[src/rtl/div_pkg.sv]
`default_nettype none
// ============================================================================
// Module      : div_pkg
// Description : Shared FSM state type and default width for seq_divider.
// Revision    : 1.0 - initial release
// ============================================================================
package div_pkg;

    localparam int c_DEFAULT_WIDTH = 32;

    typedef enum logic [1:0] {
        S_IDLE = 2'd0,
        S_CALC = 2'd1,
        S_FIX  = 2'd2,
        S_DONE = 2'd3
    } div_state_t;

endpackage
`default_nettype wire

[src/rtl/div_step.sv]
`default_nettype none
// ============================================================================
// Module      : div_step
// Description : One radix-2 restoring iteration: shift, trial subtract, restore.
// Revision    : 1.0 - initial release
// ============================================================================
module div_step
    import div_pkg::*;
#(
    parameter int WIDTH = c_DEFAULT_WIDTH
) (
    input  logic [WIDTH:0]   rem_in,
    input  logic [WIDTH-1:0] quo_in,
    input  logic [WIDTH-1:0] divisor,
    output logic [WIDTH:0]   rem_out,
    output logic [WIDTH-1:0] quo_out
);

    logic [WIDTH+1:0] w_shift;
    logic [WIDTH+1:0] w_trial;
    logic             w_fits;

    // Dividend bits stream in MSB first from the top of the quotient register.
    assign w_shift = {rem_in, quo_in[WIDTH-1]};
    assign w_trial = w_shift - {2'b00, divisor};
    assign w_fits  = ~w_trial[WIDTH+1];

    assign rem_out = w_fits ? w_trial[WIDTH:0] : w_shift[WIDTH:0];
    assign quo_out = {quo_in[WIDTH-2:0], w_fits};

endmodule
`default_nettype wire

[src/rtl/seq_divider.sv]
`default_nettype none
// ============================================================================
// Module      : seq_divider
// Description : Sequential signed/unsigned divider, one quotient bit per cycle.
// Revision    : 1.0 - initial release
// ============================================================================
module seq_divider
    import div_pkg::*;
#(
    parameter int WIDTH = c_DEFAULT_WIDTH
) (
    input  logic             clk,
    input  logic             rst_n,
    input  logic             start,
    input  logic             is_signed,
    input  logic [WIDTH-1:0] dividend,
    input  logic [WIDTH-1:0] divisor,
    output logic             busy,
    output logic             done,
    output logic [WIDTH-1:0] quotient,
    output logic [WIDTH-1:0] remainder,
    output logic             div_by_zero
);

    localparam int c_CNT_W = $clog2(WIDTH + 1);

    div_state_t         r_state;
    logic [c_CNT_W-1:0] r_cnt;
    logic [WIDTH:0]     r_rem;
    logic [WIDTH-1:0]   r_quo;
    logic [WIDTH-1:0]   r_dsr;
    logic               r_signed;
    logic               r_neg_a;
    logic               r_neg_b;
    logic               r_dz;

    logic [WIDTH:0]     w_step_rem;
    logic [WIDTH-1:0]   w_step_quo;
    logic [WIDTH-1:0]   w_mag_a;
    logic [WIDTH-1:0]   w_mag_b;
    logic               w_neg_q;
    logic               w_neg_r;

    assign w_mag_a = (is_signed && dividend[WIDTH-1]) ? -dividend : dividend;
    assign w_mag_b = (is_signed && divisor[WIDTH-1])  ? -divisor  : divisor;
    assign w_neg_q = r_signed & (r_neg_a ^ r_neg_b);
    assign w_neg_r = r_signed & r_neg_a;

    assign busy = (r_state != S_IDLE) && (r_state != S_DONE);
    assign done = (r_state == S_DONE);

    div_step #(.WIDTH(WIDTH)) u_step (
        .rem_in  (r_rem),
        .quo_in  (r_quo),
        .divisor (r_dsr),
        .rem_out (w_step_rem),
        .quo_out (w_step_quo)
    );

    always_ff @(posedge clk or negedge rst_n) begin
        if (!rst_n) begin
            r_state     <= S_IDLE;
            r_cnt       <= '0;
            r_rem       <= '0;
            r_quo       <= '0;
            r_dsr       <= '0;
            r_signed    <= 1'b0;
            r_neg_a     <= 1'b0;
            r_neg_b     <= 1'b0;
            r_dz        <= 1'b0;
            quotient    <= '0;
            remainder   <= '0;
            div_by_zero <= 1'b0;
        end else begin
            case (r_state)
                S_IDLE: begin
                    if (start) begin
                        r_signed <= is_signed;
                        r_neg_a  <= dividend[WIDTH-1];
                        r_neg_b  <= divisor[WIDTH-1];
                        r_rem    <= '0;
                        r_quo    <= w_mag_a;
                        r_dsr    <= w_mag_b;
                        // Zero divisor skips CALC but spends one extra FIX cycle.
                        if (divisor == '0) begin
                            r_dz    <= 1'b1;
                            r_cnt   <= c_CNT_W'(1);
                            r_state <= S_FIX;
                        end else begin
                            r_dz    <= 1'b0;
                            r_cnt   <= c_CNT_W'(WIDTH);
                            r_state <= S_CALC;
                        end
                    end
                end
                S_CALC: begin
                    if (r_cnt == '0) begin
                        r_state <= S_FIX;
                    end else begin
                        r_rem <= w_step_rem;
                        r_quo <= w_step_quo;
                        r_cnt <= r_cnt - 1'b1;
                    end
                end
                S_FIX: begin
                    if (r_cnt != '0) begin
                        r_cnt <= r_cnt - 1'b1;
                    end else begin
                        div_by_zero <= r_dz;
                        if (r_dz) begin
                            quotient  <= '1;
                            remainder <= w_neg_r ? -r_quo : r_quo;
                        end else begin
                            quotient  <= w_neg_q ? -r_quo : r_quo;
                            remainder <= w_neg_r ? -r_rem[WIDTH-1:0] : r_rem[WIDTH-1:0];
                        end
                        r_state <= S_DONE;
                    end
                end
                S_DONE: begin
                    r_state <= S_IDLE;
                end
                default: begin
                    r_state <= S_IDLE;
                end
            endcase
        end
    end

endmodule
`default_nettype wire

[config.mk]
export PLATFORM = sky130hd
export DESIGN_NAME = seq_divider
export DESIGN_NICKNAME = d
export VERILOG_FILES = /design/src/rtl/div_pkg.sv /design/src/rtl/div_step.sv /design/src/rtl/seq_divider.sv
export SDC_FILE = /design/constraint.sdc
export NUM_CORES = 1
export LEC_CHECK = 0
export ABC_AREA = 1
export CAP_MARGIN = 5
export CORE_UTILIZATION = 30
export CTS_BUF_LIST = sky130_fd_sc_hd__clkbuf_16
export CTS_CLUSTER_SIZE = 8
export DETAILED_ROUTE_END_ITERATION = 10
export GPL_ROUTABILITY_DRIVEN = 0
export PLACE_DENSITY_LB_ADDON = 0.15
export SYNTH_ARGS = -nofsm -noshare
export SYNTH_HDL_FRONTEND = slang
export SYNTH_SLANG_ARGS = --single-unit
[constraint.sdc]
create_clock -name clk -period 2.8 [get_ports clk]
set_input_delay 0.56 -clock clk [delete_from_list [all_inputs] [get_ports clk]]
set_output_delay 0.56 -clock clk [all_outputs]
set_load 0.05 [all_outputs]
# --- After elaboration in Yosys (flattened, before gate mapping) ---
# Cells that the tools add are included.
classes:
  addsub: 6
  n_mul: 0
  div_mod_pow: 0
  order_cmp: 0
  n_eq_ne: 9
  n_shift: 0
  n_mux: 25
  bitwise: 5
  reduce_logical: 15
op_table:
  columns: ["op", "count"]
  rows:
  - ["2-to-1 mux 32 bit", 9]
  - ["negator 32 bit", 4]
  - ["2-to-1 mux 33 bit", 3]
  - ["one-hot mux 33 bit (2 select lines)", 1]
  - ["one-hot mux 32 bit (2 select lines)", 1]
  - ["subtractor 34 x 32 -> 34 bit", 1]
  - ["logical NOT 32 bit", 1]
  - ["2-to-1 mux 6 bit", 4]
  - ["one-hot mux 6 bit (3 select lines)", 1]
  - ["inequality test 2 bit (second input constant)", 6]
  - ["2-to-1 mux 2 bit", 4]
  - ["one-hot mux 2 bit (4 select lines)", 1]
  - ["logical NOT 6 bit", 1]
  - ["AND reduction 3 bit", 2]
  - ["nonzero test 6 bit", 1]
  - ["subtractor 6 x 1 -> 6 bit (second input constant)", 1]
  - ["equality test 2 bit (second input constant)", 2]
  - ["AND reduction 2 bit", 2]
  - ["AND reduction 4 bit", 1]
  - ["nonzero test 2 bit", 2]
  - ["logical AND 1 bit", 3]
  - ["nonzero test 3 bit", 1]
  - ["bitwise AND 1 bit", 2]
  - ["equality test 2 x 1 -> 1 bit (second input constant)", 1]
  - ["4 further kinds", 5]
totals:
  register_bits: 174
  latch_bits: 0
  ramBits: 0
  rom_bits: 0
  inputBits: 68
  output_inout_bits: 67
  mem_count: 0

# --- Depth between registers and ports, before layout ---
# Gate-level depths: netlist of the first run.
depth:
  word_depth: 4
  depth_mapped: 18

# --- Modules after synthesis ---
# From an unflattened synthesis of the first run, not the netlist that was laid out.
unflattened:
  hier_cells: 2469
  area_unflattened_um2: 15128.3
by_module_without_submodules:
  columns: ["module", "instances", "cells_per_inst", "area_per_inst_um2", "seq_area_each_um2"]
  rows:
  - ["seq_divider", 1, 1716, 11443.5, 4354.2]
  - ["div_step", 1, 753, 3684.8, 0.0]

# --- Worst setup path before layout of the first run ---
# Ideal clock, no wire load.
synth_path:
  path_kind: "reg-to-reg"
  startpoint: "register r_quo[31]"
  endpoint: "register r_rem[20]"
  setup_time_ns: 0.117
  arrival_ns: 1.920
  setup_slack_ns: 0.762
  stages_incl_launch_ff: 17
  path_cell_list: "dfrtp_1 > inv_1 > ha_1 > inv_1 > fa_1 > nand2_1 > nand2_1 > nand3_1 > nand2_1 > nand2_1 > nand2_1 > nand2_1 > nand3b_1 > nand2_1 > nand3_2 > nand3_1 > nand2_1"
synth_via:
  elab_chain_len: 4
synth_lines:
  columns: ["element", "line_no", "text"]
  rows:
  - ["start, declared", "seq_divider.sv:30", "logic [WIDTH-1:0] r_quo;"]
  - ["start signal, assigned", "seq_divider.sv:82", "r_quo <= w_mag_a;"]
  - ["start signal, assigned", "seq_divider.sv:101", "r_quo <= w_step_quo;"]
  - ["subtractor 34 x 32 -> 34 bit", "div_step.sv:25", "assign w_trial = w_shift - {2'b00, divisor};"]
  - ["2-to-1 mux 33 bit", "div_step.sv:28", "assign rem_out = w_fits ? w_trial[WIDTH:0] : w_shift[WIDTH:0];"]
  - ["2-to-1 mux 33 bit", "seq_divider.sv:97", "if (r_cnt == '0) begin"]
  - ["one-hot mux 33 bit (2 select lines)", "seq_divider.sv:75", "case (r_state)"]
  - ["end signal, assigned", "seq_divider.sv:100", "r_rem <= w_step_rem;"]
  - ["end, declared", "seq_divider.sv:29", "logic [WIDTH:0] r_rem;"]
# No other way between the ends. The select of a mux whose other input is x is not followed.
# A chain may end at the register's enable or synchronous reset.

# --- Worst setup path after layout of the first run ---
layout_path:
  startpoint: "register r_state[1]"
  endpoint: "output port busy"
layout_via:
  elab_chain_len: 2
layout_lines:
  columns: ["element", "line_no", "text"]
  rows:
  - ["start, declared", "seq_divider.sv:27", "div_state_t r_state;"]
  - ["start signal, assigned", "seq_divider.sv:62", "r_state <= S_IDLE;"]
  - ["start signal, assigned", "seq_divider.sv:88", "r_state <= S_FIX;"]
  - ["start signal, assigned", "seq_divider.sv:92", "r_state <= S_CALC;"]
  - ["inequality test 2 bit / nonzero test 2 bit (equally long branches)", "seq_divider.sv:49", "assign busy = (r_state != S_IDLE) && (r_state != S_DONE);"]
  - ["logical AND 1 bit (*)", "seq_divider.sv:49", null]
  - ["end, declared", "seq_divider.sv:18", "output logic busy,"]
# Every way passes the cells marked *; elsewhere a longest branch is shown, timed or not.

==> flow_summary.yaml, run 1 <==
status:
  status: "finished clean"
job:
  drv_cap: 0
logic_synthesis:
  synth.most_common_cell: "nand2_1"
  synth_warnings: 0
  yosysTopAreaCell: "dfrtp_1"
  yosys.area_share.simple: 0.3621
  synthTopCellsByArea: "dfrtp_1 30%, nand2_1 15%, inv_1 7.4%, nand3_1 7.1%, nor2_1 5.4%"
  synthCells: 2199
  synth_edf_count: 0
  synth_top_family_by_area: "simple AND/OR/NAND/NOR gates"
  async_reset_ff_frac: 1.000
  ys_ff_latch: 174
  synth_commonest_cells: "585 x nand2_1, 285 x inv_1, 208 x nor2_1, 204 x nand3_1, 174 x dfrtp_1"
  synth.mux.area_fraction: 0
  syn_area_sq_um: 14390
  synth_area_per_cell_sq_um: 6.543
  syn-num-nets: 2312
  ys_types: 52
  ys_dominant_reg_cell: "dfrtp_1"
  synth_compound_area_frac: 0.1348
  ys_seq_area_frac: 0.3026
  synth_xor_xnor_area_share: 0.05417
  post_synth_fa_ha_maj_area_fraction: 0.03965
  yosysTopAreaCellShare: 0.3026
clock_tree:
  cts_made_buffers: 17
  cts.path.max_buffers: 2
  clock-root-buffer: "clkbuf_16"
  worstSkewPairLatency_ps: 470
  htreeDepth: 4
  cts_tree: "built"
  clkSinkCount: 174
  clkTransAtPathRegs_ps: 70
  cts_setup_buffers: 0
timing:
  tightestPinTransition_ps: 720.4
  relSlewSlack: 0.5197
  min_period_over_period: 0.9351
  max_freq_mhz: 381.9
  finalCriticalPeriod_ps: 2618
  skew_ps: 19.41
  setup_viol: 0
  slew_viol_final: 0
  hold_viol_final: 0
  rsz0062_at_grt: "false"
  tns_ps: 0
route:
  drt-pass1-iter-count: 6
  vias_per_cell: 5.037
  post-route-drc-count: 0
  routed_wl_mm: 52.25
  ant_nets: 0
  drtIter0Drc: 1073
  wl_per_cell_um: 17.70
  vias: 14870
critical_path:
  crit_path_max_incr_delay_ps: 570
  crit_chain: "inv_1, ha_1, dlygate4sd2_1"
  critPathKind: "reg -> out"
  slowest_stage: "dlygate4sd2_1"
  cp-start-kind: "flop"
  crit_arrival_ps: 2060
  rrSetupSlack_ps: 200
  end_kind: "output port"
  path_max_fanout: 9
  cp_data_required_time_ps: 2240
final_layout:
  multiInputGateArea_sq_um: 8523
  drive_gt1_frac: 0.07843
  ff_latch_area_sq_um: 4354
  n_antenna_cell: 0
  fin_cells: 2953
  syn_to_final_growth_pct: 20.16
  fin_nets: 2446
  final_cell_area_sq_um: 17290
  fill_cells: 5064
grt:
  antenna_found_initial: 0
  track_usage: 0.2146
  grt_overflow_total: 0
  first_global_vias: 13940
  grt_pass1_wl_mm: 81.84
  grt_max_degree: 64
place:
  dp.cells: 2921
  dpl.hpwl_mm: 41.38
  io_buffers: 134
  dpl_cell_area_sq_um: 16640
power:
  peakVddDrop_mv: 0.8262
  p_leak_nw: 8.372
  power_density_nw_per_um2: 1283
die:
  die-area_sq_um: 48840
  rows: 79
  start_util: 0.3065
  die_height_um: 221.0
  die_w_um: 221.0
  ios: 135
  core_region_area_sq_um: 46950
worst_hold_path:
  hold_class: "in -> async"
## repair_timing
| item | in CTS | in global routing |
|---|---|---|
| endpoints found under the setup margin | 1 | 0 |
| resized for setup | 1 | 0 |
| hold buffers | 0 | 0 |
## worst max-delay path: cells and delay by family, from the launching register on
kind	cells	cell delay, ps
adders and majority gates	1	470
buffers and inverters	2	690
DFF	1	420
## placed cells by master, fill, tap and decap left out, types with 4 or more instances in the layout
master	count
nand2_2	6
ha_1	44
nor2_4	6
o221ai_1	5
inv_2	11
inv_8	4
o21ai_0	140
a31oi_1	5
o21ai_1	9
and2_1	5
or2_2	5
a22oi_1	5
xor2_1	62
inv_1	285
nand3_2	36
dfrtp_1	174
o22ai_1	6
bufinv_16	4
clkbuf_16	17
clkdlybuf4s50_1	132
nand2_1	584
nor2_2	12
a21oi_1	153
xnor2_1	27
nand3b_1	14
nand3_1	204
nand2_4	5
nand4_1	31
inv_6	5
nor2_1	206
o211ai_1	22
nor3_1	24
buf_12	8
buf_4	51
## registers in the layout (all words and copies together), names as in the netlist
register,count
r_quo,32
r_rem,33
r_cnt,6
r_dsr,32
remainder,32
r_neg_b,1
r_neg_a,1
div_by_zero,1
r_state,2
quotient,32
r_signed,1
r_dz,1
## kinds of logic after synthesis
kind of cell	after synthesis
AO/OA/AOI/OAI	359
AND/OR/NAND/NOR	1155
adder cells (fa/ha/maj)	45
flip-flops	174
XOR/XNOR	89
buffers and inverters	377
## through the flow
step	hold slack (ps)	total power, mW	util	setup slack [ps]
finish	85.94	22.19	0.3683	181.8
global route	117.8	23.95	0.3683	47.95
CTS	81.06	22.24	0.3683	150.4
detailed placement	472.4	19.43	0.3545	131.2
global placement	467.5	19.32	0.3545	174.1
floorplan	264.4	14.65	-	762.1
## power breakdown
group,switching (mW),leakage (nW),internal [mW]
registers,1.11,2.18,3.66
clock network,1.21,0.317,1.53
logic,9.88,5.88,4.80
## metal layers
metal / track usage / wire length, um / up-vias
li1: - / - / 7392
met1: 0.3153 / 25900 / 6999
met2: 0.3243 / 22510 / 432
met3: 0.02775 / 2704 / 51
met4: 0.06519 / 1147 / 0
met5: 0 / 0 / -
## path summary, 6_finish.rpt
kind	startpoint	to	cells after the start
max in group asynchronous	rst_n	quotient[9]$_DFFE_PN0P_	2
worst min register to register	r_dsr[10]$_DFFE_PN0P_	r_dsr[10]$_DFFE_PN0P_	2
min in group clk	r_dsr[10]$_DFFE_PN0P_	r_dsr[10]$_DFFE_PN0P_	2
worst max register to register	r_rem[29]$_DFFE_PN0P_	r_rem[5]$_DFFE_PN0P_	11
worst max-delay path	r_state[1]$_DFFE_PN0P_	busy	3
worst min-delay path	rst_n	r_rem[3]$_DFFE_PN0P_	1
## final cells by class
type / count / share of cell area
Clock inverter: 15 / 0.01281
Timing Repair Buffer: 193 / 0.1090
Tap cell: 607 / 0.04393
Sequential cell: 174 / 0.2518
Clock buffer: 17 / 0.02460
Multi-Input combinational cell: 1648 / 0.4929
Inverter: 299 / 0.06491
Note: power is estimated with default switching activity, not from simulation.
==> run 2: changes to the inputs <==
- SLEW_MARGIN: unset -> 25
==> results of run 2 <==
No change in the layout: final DEF, timing and power equal those of run 1.
==> run 3: changes to the inputs <==
- CELL_PAD_IN_SITES_DETAIL_PLACEMENT: unset -> 1
- CELL_PAD_IN_SITES_GLOBAL_PLACEMENT: unset -> 2
- SYNTH_HIERARCHICAL: unset -> 1
==> flow_summary.yaml, run 3 <==
grt:
  first_global_vias: 16630
  grt_pass1_wl_mm: 97.52
  antenna_found_initial: 0
  grt_overflow_total: 0
  grt_max_degree: 67
  track_usage: 0.2523
logic_synthesis:
  async_reset_ff_frac: 1.000
  syn_area_sq_um: 15130
  ys_dominant_reg_cell: "dfrtp_1"
  synth_area_per_cell_sq_um: 6.127
  ys_ff_latch: 174
  synthCells: 2469
  syn-num-nets: 2582
  yosysTopAreaCell: "dfrtp_1"
  synth_commonest_cells: "766 x nand2_1, 309 x inv_1, 302 x nand3_1, 278 x nor2_1, 174 x dfrtp_1"
  synth_edf_count: 0
  ys_types: 42
  yosysTopAreaCellShare: 0.2878
  synth_warnings: 6
  synthTopCellsByArea: "dfrtp_1 29%, nand2_1 19%, nand3_1 10%, inv_1 7.7%, nor2_1 6.9%"
  synth.most_common_cell: "nand2_1"
  ys_seq_area_frac: 0.2878
critical_path:
  cp_common_cell: "nand2_2"
  slowest_stage: "dfrtp_1"
  cp-start-kind: "flop"
  critPathTopFamily: "simple AND/OR/NAND/NOR gates"
  critPathBufInv: 1
  crit_path_max_incr_delay_ps: 520
  end_kind: "flop"
  cp_data_required_time_ps: 3170
  crit_chain: "ha_4, nand2_1, nor2_4, nand3_1, nand3_2, nand2_2, nand2_2, nand2_2, nand3_2, buf_12, nand2_1, o211ai_1, o21ai_0"
  path_max_fanout: 27
  critPathKind: "reg -> reg"
  crit_arrival_ps: 2980
final_layout:
  n_antenna_cell: 0
  final_cell_area_sq_um: 17820
  final_common_cell: "nand2_1"
  drive_gt1_frac: 0.05891
  layout_common_cells: "766 x nand2_1, 309 x inv_1, 302 x nand3_1"
  largest_register: "r_rem"
  fill_cells: 6479
  largest_reg_flops: 33
  fin_nets: 2680
  fin_util: 0.3610
  syn_to_final_growth_pct: 17.79
power:
  p_leak_nw: 8.843
  p_int_mw: 10.24
  peakVddDrop_mv: 0.8014
  power_switching_mw: 13.43
  p_clk_frac: 0.119
  swShare: 0.5675
  power_density_nw_per_um2: 1328
  combPwrFrac: 0.675
  seqPwrFrac: 0.206
clock_tree:
  cts_made_buffers: 17
  clock-root-buffer: "clkbuf_16"
  worstSkewPairLatency_ps: 490
  cts.path.max_buffers: 2
  cts_hold_buf: 0
  clkSinkCount: 174
  clkTransAtPathRegs_ps: 80
  htreeDepth: 4
  cts_setup_buffers: 0
  cts_tree: "built"
timing:
  rsz0062_at_grt: "false"
  final.setup.worst_slack_ps: 183.4
  max_freq_mhz: 382.2
  finalCriticalPeriod_ps: 2617
  slew_viol_final: 0
  skew_ps: 16.88
  tightestPinTransition_ps: 749.1
  hold_viol_final: 0
  tns_ps: 0
  relSlewSlack: 0.5001
  setup_viol: 0
  min_period_over_period: 0.9345
worst_hold_path:
  hold_class: "in -> async"
route:
  drt-pass1-iter-count: 5
  post-route-drc-count: 0
  wl_per_cell_um: 19.35
  vias: 16300
  vias_per_cell: 5.023
  ant_nets: 0
  drtIter0Drc: 1003
  routed_wl_mm: 62.79
die:
  die_w_um: 226.6
  rows: 81
  start_util: 0.3065
  die_height_um: 226.6
  ios: 135
  die-area_sq_um: 51330
  core_region_area_sq_um: 49360
status:
  status: "finished clean"
place:
  pre_cts_ws_ps: 70.77
  io_buffers: 134
  dpl_cell_area_sq_um: 17130
  dpl.hpwl_mm: 50.26
job:
  drv_cap: 0
## run 3: cell count changes in the layout (fill, tap and decap cells not counted), moves of 15 or more
cell / before / now
nor2_1: 206 / 277
inv_1: 285 / 309
o21ai_0: 140 / 120
nand3_2: 36 / 7
xor2_1: 62 / 47
nand2_1: 584 / 766
nand3_1: 204 / 302
a21oi_1: 153 / 127
xnor2_1: 27 / 8
## run 3: cell type report
| class | count | area, sq um | area share |
|---|---|---|---|
| clock buffer | 17 | 425.4 | 0.02387 |
| sequential | 174 | 4355 | 0.2444 |
| clock inverter | 15 | 231.5 | 0.01299 |
| tap | 664 | 830.8 | 0.04662 |
| inverter | 317 | 1190 | 0.06677 |
| multi-input combinational | 1865 | 8945 | 0.5020 |
| timing repair buffer | 192 | 1842 | 0.1034 |
## run 3: repair_timing
action / CTS / global route
hold endpoints to repair: 0 / 0
gates resized for setup: 1 / 6
setup endpoints to repair: 1 / 34
## run 3: logic make-up after synthesis
| kind of cell | count (synthesis) | share of synthesized area |
|---|---|---|
| simple gates | 1454 | 0.4089 |
| buf+inv | 430 | 0.1239 |
| compound gates | 311 | 0.1098 |
| flops | 174 | 0.2878 |
| xor+xnor | 55 | 0.03184 |
| fa+ha+maj | 45 | 0.03771 |
## run 3: power groups by stage
| stage | Combinational [mW] | Sequential, mW | Clock (mW) |
|---|---|---|---|
| after detailed placement | 15.8 | 4.91 | 0 |
| after floorplan | 9.86 | 5.77 | 0 |
| final | 16.0 | 4.87 | 2.81 |
| after global placement | 15.5 | 4.88 | 0 |
| after CTS | 15.9 | 4.87 | 2.88 |
| after global routing | 17.8 | 5.00 | 2.95 |
## run 3: stage by stage
step	std cells	hold slack (ps)	power, mW
after floorplan	2469	264.4	15.63
after global placement	3212	453.5	20.43
after detailed placement	3212	459.2	20.73
after CTS	3244	74.66	23.64
after global routing	3244	112.0	25.72
final	3244	49.44	23.67
## run 3: path summary, 6_finish.rpt
check	slack (ps)	cells past startpoint	end	startpoint
hold reg to reg	470	2	div_by_zero$_DFFE_PN0P_	div_by_zero$_DFFE_PN0P_
max in group asynchronous	1960	2	r_dsr[11]$_DFFE_PN0P_	rst_n
setup / recovery	180	13	r_quo[0]$_DFFE_PN0P_	r_rem[4]$_DFFE_PN0P_
min in group clk	470	2	div_by_zero$_DFFE_PN0P_	div_by_zero$_DFFE_PN0P_
setup reg to reg	180	13	r_quo[0]$_DFFE_PN0P_	r_rem[4]$_DFFE_PN0P_
hold / removal	50	1	r_rem[32]$_DFFE_PN0P_	rst_n
## run 3: worst reg2reg max path, stage by stage (launching register included)
cell and delay [ps]:
dfrtp_1 520, ha_4 370, nand2_1 150, nor2_4 160, nand3_1 110, nand3_2 160
nand2_2 80, nand2_2 90, nand2_2 80, nand3_2 190, buf_12 220, nand2_1 90
o211ai_1 170, o21ai_0 110
## run 3: routing by layer
| metal | up-vias | track usage | routed length, um |
|---|---|---|---|
| li1 | 8030 | - | - |
| met1 | 7927 | 0.3692 | 31950 |
| met2 | 284 | 0.3872 | 27610 |
| met3 | 55 | 0.03149 | 2125 |
| met4 | 0 | 0.06648 | 1100 |
| met5 | - | 0 | 0 |
